===== src/rtl/aes_v2_mix_sequencer.sv =====
// Runs a 128-bit AES state through NUM_LANES single-cycle column-mix units, NUM_LANES columns per cycle.
// Optional abort path enabled by defining AES_MIX_SEQ_FLUSH_EN (adds input port flush).

module aes_v2_mix_col (
  input  logic        valid_i,
  input  logic [31:0] rs1_i,
  input  logic [31:0] rs2_i,
  input  logic        enc_i,
  output logic        ready_o,
  output logic [31:0] result_o
);

  function automatic logic [7:0] xt(input logic [7:0] x);
    return {x[6:0], 1'b0} ^ (x[7] ? 8'h1b : 8'h00);
  endfunction

  function automatic logic [31:0] mix(input logic [7:0] a0, input logic [7:0] a1,
                                      input logic [7:0] a2, input logic [7:0] a3);
    return {xt(a3 ^ a0) ^ a0 ^ a1 ^ a2,
            xt(a2 ^ a3) ^ a3 ^ a0 ^ a1,
            xt(a1 ^ a2) ^ a2 ^ a3 ^ a0,
            xt(a0 ^ a1) ^ a1 ^ a2 ^ a3};
  endfunction

  logic [7:0]  b0, b1, b2, b3, u, v;
  logic [31:0] pad_unused;

  assign pad_unused = {rs1_i[31:16], rs2_i[15:0]};
  assign ready_o    = valid_i;

  // InvMixColumns = MixColumns after a {04}-multiply preconditioning step on opposite byte pairs.
  always_comb begin
    b0 = rs1_i[7:0];
    b1 = rs1_i[15:8];
    b2 = rs2_i[23:16];
    b3 = rs2_i[31:24];
    u  = xt(xt(b0 ^ b2));
    v  = xt(xt(b1 ^ b3));
    if (!enc_i) begin
      b0 = b0 ^ u;
      b1 = b1 ^ v;
      b2 = b2 ^ u;
      b3 = b3 ^ v;
    end
    result_o = valid_i ? mix(b0, b1, b2, b3) : 32'h0;
  end

endmodule

module aes_v2_mix_sequencer #(
  parameter int NUM_LANES = 1
) (
  input  logic         g_clk,
  input  logic         g_reset,
`ifdef AES_MIX_SEQ_FLUSH_EN
  input  logic         flush,
`endif
  input  logic         req_valid,
  output logic         req_ready,
  input  logic         req_enc,
  input  logic [127:0] req_state,
  output logic         rsp_valid,
  input  logic         rsp_ready,
  output logic [127:0] rsp_state,
  output logic         busy
);

  if (NUM_LANES != 1 && NUM_LANES != 2 && NUM_LANES != 4) begin : g_bad_lanes
    $error("aes_v2_mix_sequencer: NUM_LANES must be 1, 2 or 4");
  end

  typedef enum logic [1:0] {S_IDLE, S_BUSY, S_DONE} state_t;

  localparam logic [1:0] STEP = 2'(NUM_LANES);
  localparam logic [1:0] LAST = 2'(4 - NUM_LANES);

  state_t         state_q;
  logic [1:0]     col_q;
  logic [127:0]   buf_q;
  logic           enc_q;
  logic [127:0]   res_q, res_d;
  logic           rsp_valid_q;
  logic           busy_q;
  logic           flush_w;
  logic           accept;
  logic           lane_vld;
  logic [31:0]    lane_res [NUM_LANES];
  logic [NUM_LANES-1:0] lane_rdy_unused;

`ifdef AES_MIX_SEQ_FLUSH_EN
  assign flush_w = flush;
`else
  assign flush_w = 1'b0;
`endif

  assign req_ready = ((state_q == S_IDLE) | ((state_q == S_DONE) & rsp_ready)) & ~flush_w;
  assign accept    = req_valid & req_ready;
  assign lane_vld  = (state_q == S_BUSY);
  assign rsp_valid = rsp_valid_q;
  assign rsp_state = res_q;
  assign busy      = busy_q;

  for (genvar l = 0; l < NUM_LANES; l++) begin : g_lane
    logic [1:0]  idx;
    logic [31:0] w;
    assign idx = col_q + 2'(l);
    assign w   = buf_q[{idx, 5'b0} +: 32];
    aes_v2_mix_col u_mix (
      .valid_i  (lane_vld),
      .rs1_i    ({16'h0, w[15:0]}),
      .rs2_i    ({w[31:16], 16'h0}),
      .enc_i    (enc_q),
      .ready_o  (lane_rdy_unused[l]),
      .result_o (lane_res[l])
    );
  end

  always_comb begin
    res_d = res_q;
    for (int l = 0; l < NUM_LANES; l++) begin
      res_d[{col_q + 2'(l), 5'b0} +: 32] = lane_res[l];
    end
  end

  always_ff @(posedge g_clk or posedge g_reset) begin
    if (g_reset) begin
      state_q     <= S_IDLE;
      col_q       <= 2'd0;
      buf_q       <= 128'h0;
      enc_q       <= 1'b0;
      res_q       <= 128'h0;
      rsp_valid_q <= 1'b0;
      busy_q      <= 1'b0;
    end else if (flush_w) begin
      state_q     <= S_IDLE;
      rsp_valid_q <= 1'b0;
      busy_q      <= 1'b0;
    end else begin
      case (state_q)
        S_IDLE: begin
          if (accept) begin
            buf_q   <= req_state;
            enc_q   <= req_enc;
            col_q   <= 2'd0;
            state_q <= S_BUSY;
            busy_q  <= 1'b1;
          end
        end
        S_BUSY: begin
          res_q <= res_d;
          col_q <= col_q + STEP;
          if (col_q == LAST) begin
            state_q     <= S_DONE;
            busy_q      <= 1'b0;
            rsp_valid_q <= 1'b1;
          end
        end
        S_DONE: begin
          // Handshake and a new accept may coincide: go straight back to BUSY.
          if (rsp_ready) begin
            rsp_valid_q <= 1'b0;
            if (accept) begin
              buf_q   <= req_state;
              enc_q   <= req_enc;
              col_q   <= 2'd0;
              state_q <= S_BUSY;
              busy_q  <= 1'b1;
            end else begin
              state_q <= S_IDLE;
            end
          end
        end
        default: begin
          state_q     <= S_IDLE;
          rsp_valid_q <= 1'b0;
          busy_q      <= 1'b0;
        end
      endcase
    end
  end

endmodule


===== config.mk =====
export PLATFORM = sky130hd
export DESIGN_NAME = aes_v2_mix_sequencer
export DESIGN_NICKNAME = d
export VERILOG_FILES = /design/src/rtl/aes_v2_mix_sequencer.sv
export SDC_FILE = /design/constraint.sdc
export NUM_CORES = 1
export LEC_CHECK = 0
export CORE_UTILIZATION = 52
export CTS_CLUSTER_DIAMETER = 60
export DETAILED_ROUTE_END_ITERATION = 7
export GPL_TIMING_DRIVEN = 0
export MAX_ROUTING_LAYER = met4
export PLACE_DENSITY = 0.81
export SLEW_MARGIN = 20
export SYNTH_ARGS = -nofsm -noshare
export SYNTH_HDL_FRONTEND = slang
export SYNTH_SLANG_ARGS = --single-unit

===== constraint.sdc =====
create_clock -name g_clk -period 9.5 [get_ports g_clk]
set_input_delay 1.425 -clock g_clk [delete_from_list [all_inputs] [get_ports g_clk]]
set_output_delay 1.425 -clock g_clk [all_outputs]
set_load 0.02 [all_outputs]

==> results of run 1 <==
-- final cells by class --
cell class                      count  area (um2)
Timing Repair Buffer              265        2690
Multi-Input combinational cell    860        5640
Inverter                            6        30.0
Clock inverter                     10         139
Clock buffer                       39         811
Tap cell                          319         399
Sequential cell                   263        6580
Fill cell                        1723        6960
Buffer                             64         293
-- worst min-delay path: cells and delay by family (launching register included) --
| kind | cells | cell delay, ns |
|---|---|---|
| AND/OR/NAND/NOR | 2 | 0.10 |
| flip-flops | 1 | 0.34 |
-- flip-flops by register name, indices dropped and copies added, names as in the netlist --
register   cells
busy           1
buf_q        128
col_q          2
enc_q          1
state_q        2
rsp_state    128
rsp_valid      1
-- cell usage in the layout, fill, tap and decap left out, types with 14 or more instances in the layout --
cell type	count
xnor2_1	96
nand2_1	484
xor2_1	27
mux4_2	33
o21ai_0	64
xnor3_1	19
clkbuf_16	27
clkbuf_1	57
o21ai_1	19
dfrtp_1	263
clkdlybuf4s50_1	263
a22o_1	48
nor2_1	14
-- metal layers --
metal  up-vias  track usage (%)
met3        91             3.94
met1      4927             40.3
li1       4509                -
met2       502             51.3
met5         -                -
met4         0             11.7
-- kinds of logic after synthesis --
family / count (synthesis) / synth area share (%)
buf+inv: 70 / 2.51
compound gates: 139 / 7.05
flops: 263 / 52.5
xor+xnor: 162 / 15.3
fa+ha+maj: 6 / 0.599
simple gates: 520 / 16.1
mux: 33 / 5.93
-- worst paths after layout --
check | end
setup / recovery | req_ready
hold reg to reg | buf_q[89]
setup reg to reg | rsp_state[19]
min in group asynchronous | buf_q[35]
hold / removal | buf_q[89]
max in group asynchronous | buf_q[85]
-- metrics by stage --
stage / TNS, ns / cells / util (%) / setup slack (ns) / instance area [um2]
detailed placement: 0 / 1777 / 66.4 / 5.15 / 15600
finish: 0 / 1826 / 70.4 / 5.17 / 16600
floorplan: 0 / 1193 / - / 0.835 / 12500
global route: 0 / 1826 / 70.4 / 5.07 / 16600
CTS: 0 / 1826 / 70.4 / 5.15 / 16600
global placement: -512.47 / 1775 / 66.1 / -1.97 / 15600
==> results.md, run 1 <==
* Outcome: finished, final reports clean
* Met1 WL at 14800 um
* CTS buffer count at 27
* Clock tree root buffer cell: clkbuf_16
* Starting Density at 53.3%
* Number of synthesized register bits at 263
* Worst hold path depth at 2
* Max clock buf depth at 3
* Pins Over Slew Limit at 0
* Max Fclk at 231 MHz
* CP bufs+invs at 3
* Unique cell type count in the Yosys netlist at 39
* Crit. path cell count at 4
* CTS resizes at 0
* RSZ-0062 raised after global routing: no
* First-pass GRT wire length at 56500 um
* Max-cap violation count at 0
* Area delta synth->final at 32.2%
* FF-to-FF setup slack at 5.45 ns
* Worst Setup SP: rsp_ready
* Post-layout min period at 4.33 ns
* Vias per cell at 5.49
* Seq/Total Area, Yosys at 52.5%
* Post-CTS Setup Bufs at 0
* Clk_lat worst skew at 0.55 ns
* Crit Path Max Fanout at 3
* Synth Cell Area at 0.0125 mm2
* Final ANT Viol Nets at 0
* Worst r2r path cells at 11
* Met2 Routed Length at 17700 um
* CP max stage delay at 0.66 ns
* Worst Hold Class: reg -> reg
* # diodes at 0
* Die X at 157 um
* Hold path start: buf_q[89]
* Most numerous cell in the Yosys netlist: nand2_1
* Top delay family on crit path: buffers and inverters
* Share of cells above drive strength 1 at 7.90%
* Routed wire length per instance at 20.1 um
* GR Overflow Total at 0
* Via count at 10.0k
* Net count, final at 1626
* CP cell instances: clkdlybuf4s50_1 -> inv_1 -> a21oi_1 -> clkdlybuf4s50_1
* Global-route usage over all layers at 31.4%
* Number of synthesized flops with an enable pin at 0
* DRC at 0
* CP required at 8.08 ns
* DP Wirelength at 27200 um
* Final period utilization at 45.5%
* Crit path kind: in -> out
* Placer congestion estimate at 0.923
* CTS tree: yes
* Min Hold Slack at 0.474 ns
* Synth Flop Type: dfrtp_1
* Critical path launch point type: primary input
* Cells after Synth at 1193
* Ys Warns at 0
* Ports at 264
* Hold_buf cts at 0
* H-tree depth at 1
* Post-synth top cells: nand2_1, dfrtp_1, xnor2_1
* Setup violators final at 0
* Top Metal Used: met4
* PortBufs at 263
* Synth area leader: dfrtp_1
* Initial antenna violation count at 0
* Syn nets at 1332
* Die ar. at 0.0247 mm2
* Drt total wl at 36700 um
* CP Data Arrival Time at 2.90 ns
* Largest net degree at the start of global routing at 110
* Worst Setup End Kind: output port
* Vias in the first global route at 10.2k
* Worst r2r src: col_q[0]
* Yosys top cell area share at 52.5%
* Core Box Area at 0.0235 mm2
* Synth area leaders: dfrtp_1, nand2_1, xnor2_1, mux4_2, xnor3_1
* Crit path max-delay cell type: clkdlybuf4s50_1
* Fin Clk Skew at 0.0184 ns
* Clock Pin Slew Worst Setup and Hold Paths at 0.06 ns
* Row count at 56
* DRT iter0 DRCs at 714
* Final Hold Fails at 0
* Die extent in y at 157 um
* Tightest Pin Transition at 0.786 ns
* 1st-pass router iterations at 4
* Syn avg cell area at 10.5 um2
* Met3 WL at 2810 um
* Worst slew margin at 47.2%
* Ys async rst share at 100%
* Clk sinks at 263
* Crit path top cell by count: clkdlybuf4s50_1
Power of run 1 is not shown: default switching activity piles up to over one toggle a cycle in this logic, so the estimate is an artifact.
==> run 2, diff against run 1 <==
==> constraint.sdc (replaced) <==
create_clock -name g_clk -period 4.5 [get_ports g_clk]
set_input_delay 0.675 -clock g_clk [delete_from_list [all_inputs] [get_ports g_clk]]
set_output_delay 0.675 -clock g_clk [all_outputs]
set_load 0.02 [all_outputs]
==> run 2 against run 1 <==
Final cell count grew 0.22%; design area grew 0.27%; core utilization grew 0.19 points; global-route usage shrank 0.23 points; clock skew shrank 0.0077 ns.
==> results.md, run 2 (synthesis gave the netlist of run 1 again) <==
* Commonest non-fill, non-tap cell in the layout: nand2_1
* Crit Path Max Fanout at 10 (+7)
* DRC at 0 (unchanged)
* RSZ-0062 raised after global routing: no
* Met2 Resource Use GR at 52.1% (+0.86 points)
* Largest net degree at the start of global routing at 38 (-65%)
* Vias per cell at 5.45 (-0.86%)
* Setup violators final at 0 (unchanged)
* CTS buffer count at 26 (-3.7%)
* CP required at 4.88 ns (-3.20 ns)
* Final period utilization at 92.1%
* Final std cells w/o fill at 1830 (+0.22%)
* Crit path max-delay cell type: dfrtp_1
* Ports at 264 (unchanged)
* Initial antenna violation count at 0 (unchanged)
* Clock Pin Slew Worst Setup and Hold Paths at 0.06 ns (about the same)
* Global-route usage over all layers at 31.2% (-0.23 points)
* PortBufs at 263 (unchanged)
* Area delta synth->final at 32.6%
* Crit path top cell by count: xnor2_1
* Die ar. at 0.0247 mm2 (unchanged)
* FF-to-FF End: rsp_state[51]
* Register area at 0.00658 mm2 (unchanged)
* Fin Clk Skew at 0.0106 ns (-0.00773 ns)
* Filler cells at 1724 (+0.058%)
* Most frequent cells in the layout: nand2_1, dfrtp_1, clkdlybuf4s50_1
* Die extent in y at 157 um (unchanged)
* Post-layout min period at 4.14 ns
* Worst Hold Class: reg -> reg
* Share of cells above drive strength 1 at 8.14% (+0.24 points)
* Hold path start: buf_q[88]
* Row count at 56 (unchanged)
* Max-cap violation count at 0 (unchanged)
* Pins Over Slew Limit at 0 (unchanged)
* Area of the multi-input gates at 0.00564 mm2 (unchanged)
* Max clock buf depth at 3 (unchanged)
* CP cell instances: buf_6 -> buf_6 -> buf_6 -> mux4_2 -> xnor2_1 -> xnor2_1 -> nor2_1 -> xnor2_1 -> xnor3_1 -> xnor2_1 -> o21ai_0
* Worst r2r src: col_q[0]
* Clock tree root buffer cell: clkbuf_16
* 1st-pass router iterations at 5 (+1)
* # diodes at 0 (unchanged)
* Net count, final at 1631 (+0.31%)
* Clk sinks at 263 (unchanged)
* Crit path kind: reg -> reg
* Drt total wl at 36200 um (-1.3%)
* CP max stage delay at 0.65 ns (about the same)
* Gr busiest metal: met2
* Die X at 157 um (unchanged)
* Final Hold Fails at 0 (unchanged)
* Setup TNS at 0 ns (unchanged)
* Starting Density at 53.3% (unchanged)
* Hold_buf cts at 0 (unchanged)
* Top delay family on crit path: XOR/XNOR gates
* Util after Layout at 70.6% (+0.19 points)
* Vias in the first global route at 10.2k (+0.74%)
* Tightest Pin Transition at 0.792 ns (+0.00601 ns)
* Critical path launch point type: flop
* Outcome: finished, final reports clean
* CP bufs+invs at 3 (unchanged)
* GR Overflow Total at 0 (unchanged)
* Worst hold path depth at 2 (unchanged)
* H-tree depth at 1 (unchanged)
* Met1 capacity usage during global routing at 39.1% (-1.2 points)
* CP Data Arrival Time at 4.53 ns (+1.63 ns)
* Post-CTS Setup Bufs at 0 (unchanged)
* Via count at 9965 (-0.64%)
* WHS Endpoint: buf_q[88]
* DRT iter0 DRCs at 814 (+14%)
* Placed Cells at 1783 (+0.34%)
* CTS resizes at 0 (unchanged)
* Worst slew margin at 46.8% (-0.40 points)
* Final ANT Viol Nets at 0 (unchanged)
* Max Fclk at 241 MHz
* Worst Setup End Kind: flop
* Core Box Area at 0.0235 mm2 (unchanged)
* DP Wirelength at 27900 um (+2.5%)
* Routed wire length per instance at 19.8 um (-1.5%)
* Clk_lat worst skew at 0.53 ns (-0.02 ns)
* FF-to-FF setup slack at 0.36 ns (-5.09 ns)
* CTS tree: yes
* First-pass GRT wire length at 55900 um (-1.0%)
* Worst r2r path cells at 11 (unchanged)
* Grt met3 use at 4.38% (+0.44 points)
* Placer congestion estimate at 0.885 (-4.1%)
## run 2: cell count changes in the layout (fill, tap and decap cells not counted)
cell,change
buf_12,+7
clkbuf_8,-3
clkinvlp_4,+3
clkinv_2,+2
inv_6,-2
buf_16,-1
bufinv_16,-1
inv_8,-1
## run 2: cell type report
| class | count | area share [%] |
|---|---|---|
| clock buffers | 36 | 4.63 |
| multi-input cells | 860 | 33.9 |
| plain buffers | 64 | 1.76 |
| well taps | 319 | 2.40 |
| repair buffers | 271 | 16.8 |
| flip-flops and latches | 263 | 39.6 |
| inverters | 6 | 0.158 |
| clock inverters | 11 | 0.700 |
## run 2: worst max-delay path by stage
stage | startpoint | end | depth (start not counted)
4_1_cts | col_q[0] | rsp_state[83] | 11
3_3_place_gp | g_reset | rsp_state[69] | 2
3_5_place_dp | col_q[0] | rsp_state[83] | 11
6_report | col_q[0] | rsp_state[51] | 11
5_1_grt | col_q[0] | rsp_state[83] | 11
2_1_floorplan | g_reset | buf_q[0] | 1
## run 2: worst min-delay path: stages (launching register included)
cell     delay, ns
dfrtp_1       0.33
nand2_1       0.05
nand2_1       0.06
## run 2: routing by layer
metal	vias up	routed length [um]
met2	489	18000
met1	4889	14300
li1	4507	-
met3	80	2910
met5	-	0
met4	0	1050
## run 2: through the flow
stage	hold slack, ns	setup slack, ns	area [um2]
6_report	0.473	0.357	16600
5_1_grt	0.491	0.263	16600
4_1_cts	0.474	0.377	16600
3_3_place_gp	0.453	-1.36	15600
3_5_place_dp	0.459	0.441	15700
2_1_floorplan	0.440	0.355	12500
Power of run 2 is left out for the same reason.
==> run 3, diff against run 2 <==
--- a/config.mk
+++ b/config.mk
@@ -5,8 +5,9 @@
 export SDC_FILE = /design/constraint.sdc
 export NUM_CORES = 1
 export LEC_CHECK = 0
-export CORE_UTILIZATION = 52
-export CTS_CLUSTER_DIAMETER = 60
+export ABC_AREA = 1
+export CORE_UTILIZATION = 53
+export CTS_CLUSTER_DIAMETER = 150
 export DETAILED_ROUTE_END_ITERATION = 7
 export GPL_TIMING_DRIVEN = 0
 export MAX_ROUTING_LAYER = met4
==> run 3 against run 2 <==
The run now ends with DRC left; routed wire length grew 26%; sequential share of layout area fell by 3.7 points; setup slack better by 0.68 ns; flip-flop and latch count unchanged; global-route usage grew 3.0 points; area after synthesis grew 14%; first-iteration DRC count rose by 65%; critical path depth rose by 6; register-to-register slack improved by 0.68 ns; critical endpoint is now rsp_state[107]; largest cell class is now multi-input gates.
==> results.md, run 3 <==
* Cells after Synth at 1757 (+47%)
* FF-to-FF End: rsp_state[107]
* Post-CTS Setup Bufs at 0 (unchanged)
* Crit path kind: reg -> reg
* Most numerous cell in the Yosys netlist: nand2_1
* Area delta synth->final at 28.1%
* Largest net degree at the start of global routing at 37 (-2.6%)
* Max Fclk at 289 MHz (+20%)
* Unique cell type count in the Yosys netlist at 42 (+7.7%)
* DRT iter0 DRCs at 1340 (+65%)
* Worst r2r path cells at 17 (+6)
* CP required at 4.98 ns (+0.10 ns)
* Net count, final at 2195 (+35%)
* Clock tree root buffer cell: clkbuf_16
* CTS buffer count at 26 (unchanged)
* Register area at 0.00658 mm2 (unchanged)
* # diodes at 0 (unchanged)
* Worst slew margin at 29.0% (-18 points)
* GR Overflow Total at 0 (unchanged)
* Die X at 166 um (+5.8%)
* Setup slack at placement at 0.730 ns (+0.289 ns)
* Final period utilization at 77.0% (-15 points)
* Placer congestion estimate at 0.929 (+5.0%)
* Post-synth top cells: nand2_1, dfrtp_1, nand3_1
* Vias per cell at 5.65 (+3.8%)
* Fin Clk Skew at 0.0229 ns (+0.0122 ns)
* Starting Density at 54.5% (+1.2 points)
* Routed wire length per instance at 18.9 um (-4.3%)
* Number of synthesized flops with an enable pin at 0 (unchanged)
* Vias in the first global route at 13.2k (+29%)
* Crit path top cell by count: nand2_1
* Critical path launch point type: flop
* Ys async rst share at 100% (unchanged)
* Seq/Total Area, Yosys at 46.0% (-6.5 points)
* Worst setup margin at 1.03 ns (+0.677 ns)
* Hold_buf cts at 0 (unchanged)
* CP Data Arrival Time at 3.94 ns (-0.59 ns)
* Setup violators final at 0 (unchanged)
* Initial antenna violation count at 0 (unchanged)
* Worst Setup End Kind: flop
* Global-route usage over all layers at 34.1% (+3.0 points)
* Clock Pin Slew Worst Setup and Hold Paths at 0.06 ns (about the same)
* Worst Hold Class: in -> async
* Ys Warns at 0 (unchanged)
* Max clock buf depth at 3 (unchanged)
* Area of the multi-input gates at 0.00703 mm2 (+24%)
* CP max stage delay at 0.58 ns (-0.07 ns)
* Worst r2r src: col_q[0]
* Setup TNS at 0 ns (unchanged)
* Max-cap violation count at 0 (unchanged)
* Final std cells w/o fill at 2406 (+31%)
* Outcome: finished with violations
* Crit Path Max Fanout at 10 (unchanged)
* Number of synthesized register bits at 263 (unchanged)
* H-tree depth at 1 (unchanged)
* Crit path max-delay cell type: xor2_1
* Final ANT Viol Nets at 0 (unchanged)
* CP bufs+invs at 2 (-1)
* DP Wirelength at 35200 um (+26%)
* Die extent in y at 166 um (+5.8%)
* Final Hold Fails at 0 (unchanged)
* Top delay family on crit path: simple AND/OR/NAND/NOR gates
* Syn avg cell area at 8.15 um2 (-22%)
* Drt total wl at 45500 um (+26%)
* Synth Flop Type: dfrtp_1
* Filler cells at 2065 (+20%)
* First-pass GRT wire length at 71600 um (+28%)
* CTS tree: yes
* RSZ-0062 raised after global routing: no
* Synth Cell Area at 0.0143 mm2 (+14%)
* 1st-pass router iterations at 8 (+3)
* Share of cells above drive strength 1 at 14.1% (+6.0 points)
* Clk sinks at 263 (unchanged)
* Syn nets at 1896 (+42%)
* Clk_lat worst skew at 0.55 ns (+0.02 ns)
* FF-to-FF setup slack at 1.03 ns (+0.68 ns)
* Yosys top cell area share at 46.0% (-6.5 points)
* Synth area leader: dfrtp_1
* Row count at 59 (+5.4%)
* Placed Cells at 2363 (+33%)
* Synth area leaders: dfrtp_1, nand2_1, mux2_2, nand3_1, nand4_1
* Post-layout min period at 3.47 ns (-0.677 ns)
* Die ar. at 0.0277 mm2 (+12%)
* DRC at 26 (+26)
* Via count at 13.6k (+36%)
* CTS resizes at 0 (unchanged)
* Pins Over Slew Limit at 0 (unchanged)
* Commonest non-fill, non-tap cell in the layout: nand2_1
* Core Box Area at 0.0263 mm2 (+12%)
* Most frequent cells in the layout: nand2_1, dfrtp_1, clkdlybuf4s50_1
* Ports at 264 (unchanged)
* PortBufs at 263 (unchanged)
* Crit. path cell count at 17 (+6)
* CP cell instances: buf_6 -> buf_4 -> nand2_1 -> nand3_1 -> nand2_1 -> xnor2_1 -> nand2_1 -> nand3_2 -> nand2_1 -> nand2_2 -> nand2_1 -> nand2_1 -> nand2_1 -> nand2_1 -> xor2_1 -> nand4_1 -> nand2_1
* Tightest Pin Transition at 1.06 ns (+0.272 ns)
* Violated checks: DRC
-- run 3: cell types whose count changed in the layout (fill, tap and decap cells not counted), sizes merged, moves of 37 or more --
cell and change:
nand3 +158, a22o -37, xnor2 -96, buf +38, nand2 +312, inv +67
nor2 +42, mux2 +120, nand4 +52, o21ai -44
-- run 3: worst max-delay path by stage --
stage,from,endpoint
finish,col_q[0],rsp_state[107]
CTS,col_q[0],rsp_state[107]
detailed placement,rsp_ready,buf_q[102]
global placement,g_reset,buf_q[105]
floorplan,g_reset,buf_q[0]
global route,col_q[1],rsp_state[107]
-- run 3: final cells by class --
class / count / area share, %
repair buffers: 271 / 15.2
inverters: 72 / 1.55
well taps: 335 / 2.28
multi-input cells: 1340 / 38.3
clock inverters: 12 / 0.484
plain buffers: 82 / 2.40
clock buffers: 31 / 3.87
flip-flops and latches: 263 / 35.9
-- run 3: metal layers --
| metal | track usage (%) | vias to the layer above | routed length, um |
|---|---|---|---|
| met5 | - | - | 0 |
| met4 | 13.9 | 0 | 1920 |
| met3 | 4.74 | 129 | 3670 |
| met2 | 57.2 | 727 | 21900 |
| met1 | 41.6 | 6462 | 18000 |
| li1 | - | 6277 | - |
-- run 3: per-stage QoR --
stage	hold WS [ns]	cell area, um2	util, %
6_report	0.431	18300	69.8
5_1_grt	0.459	18300	69.8
3_5_place_dp	0.468	17500	66.8
2_1_floorplan	0.479	14300	-
4_1_cts	0.432	18300	69.8
3_3_place_gp	0.465	17400	66.1
-- run 3: logic make-up (layout without fill, tap and decap cells) --
logic type	after synthesis	in the layout	synth area share, %
adder cells (fa/ha/maj)	6	6	0.524
multiplexers	120	120	9.43
AO/OA/AOI/OAI	83	83	3.37
buffers and inverters	154	468	5.03
AND/OR/NAND/NOR	1084	1084	32.0
XOR/XNOR	47	47	3.66
flip-flops	263	263	46.0
Power of run 3 is left out for the same reason.
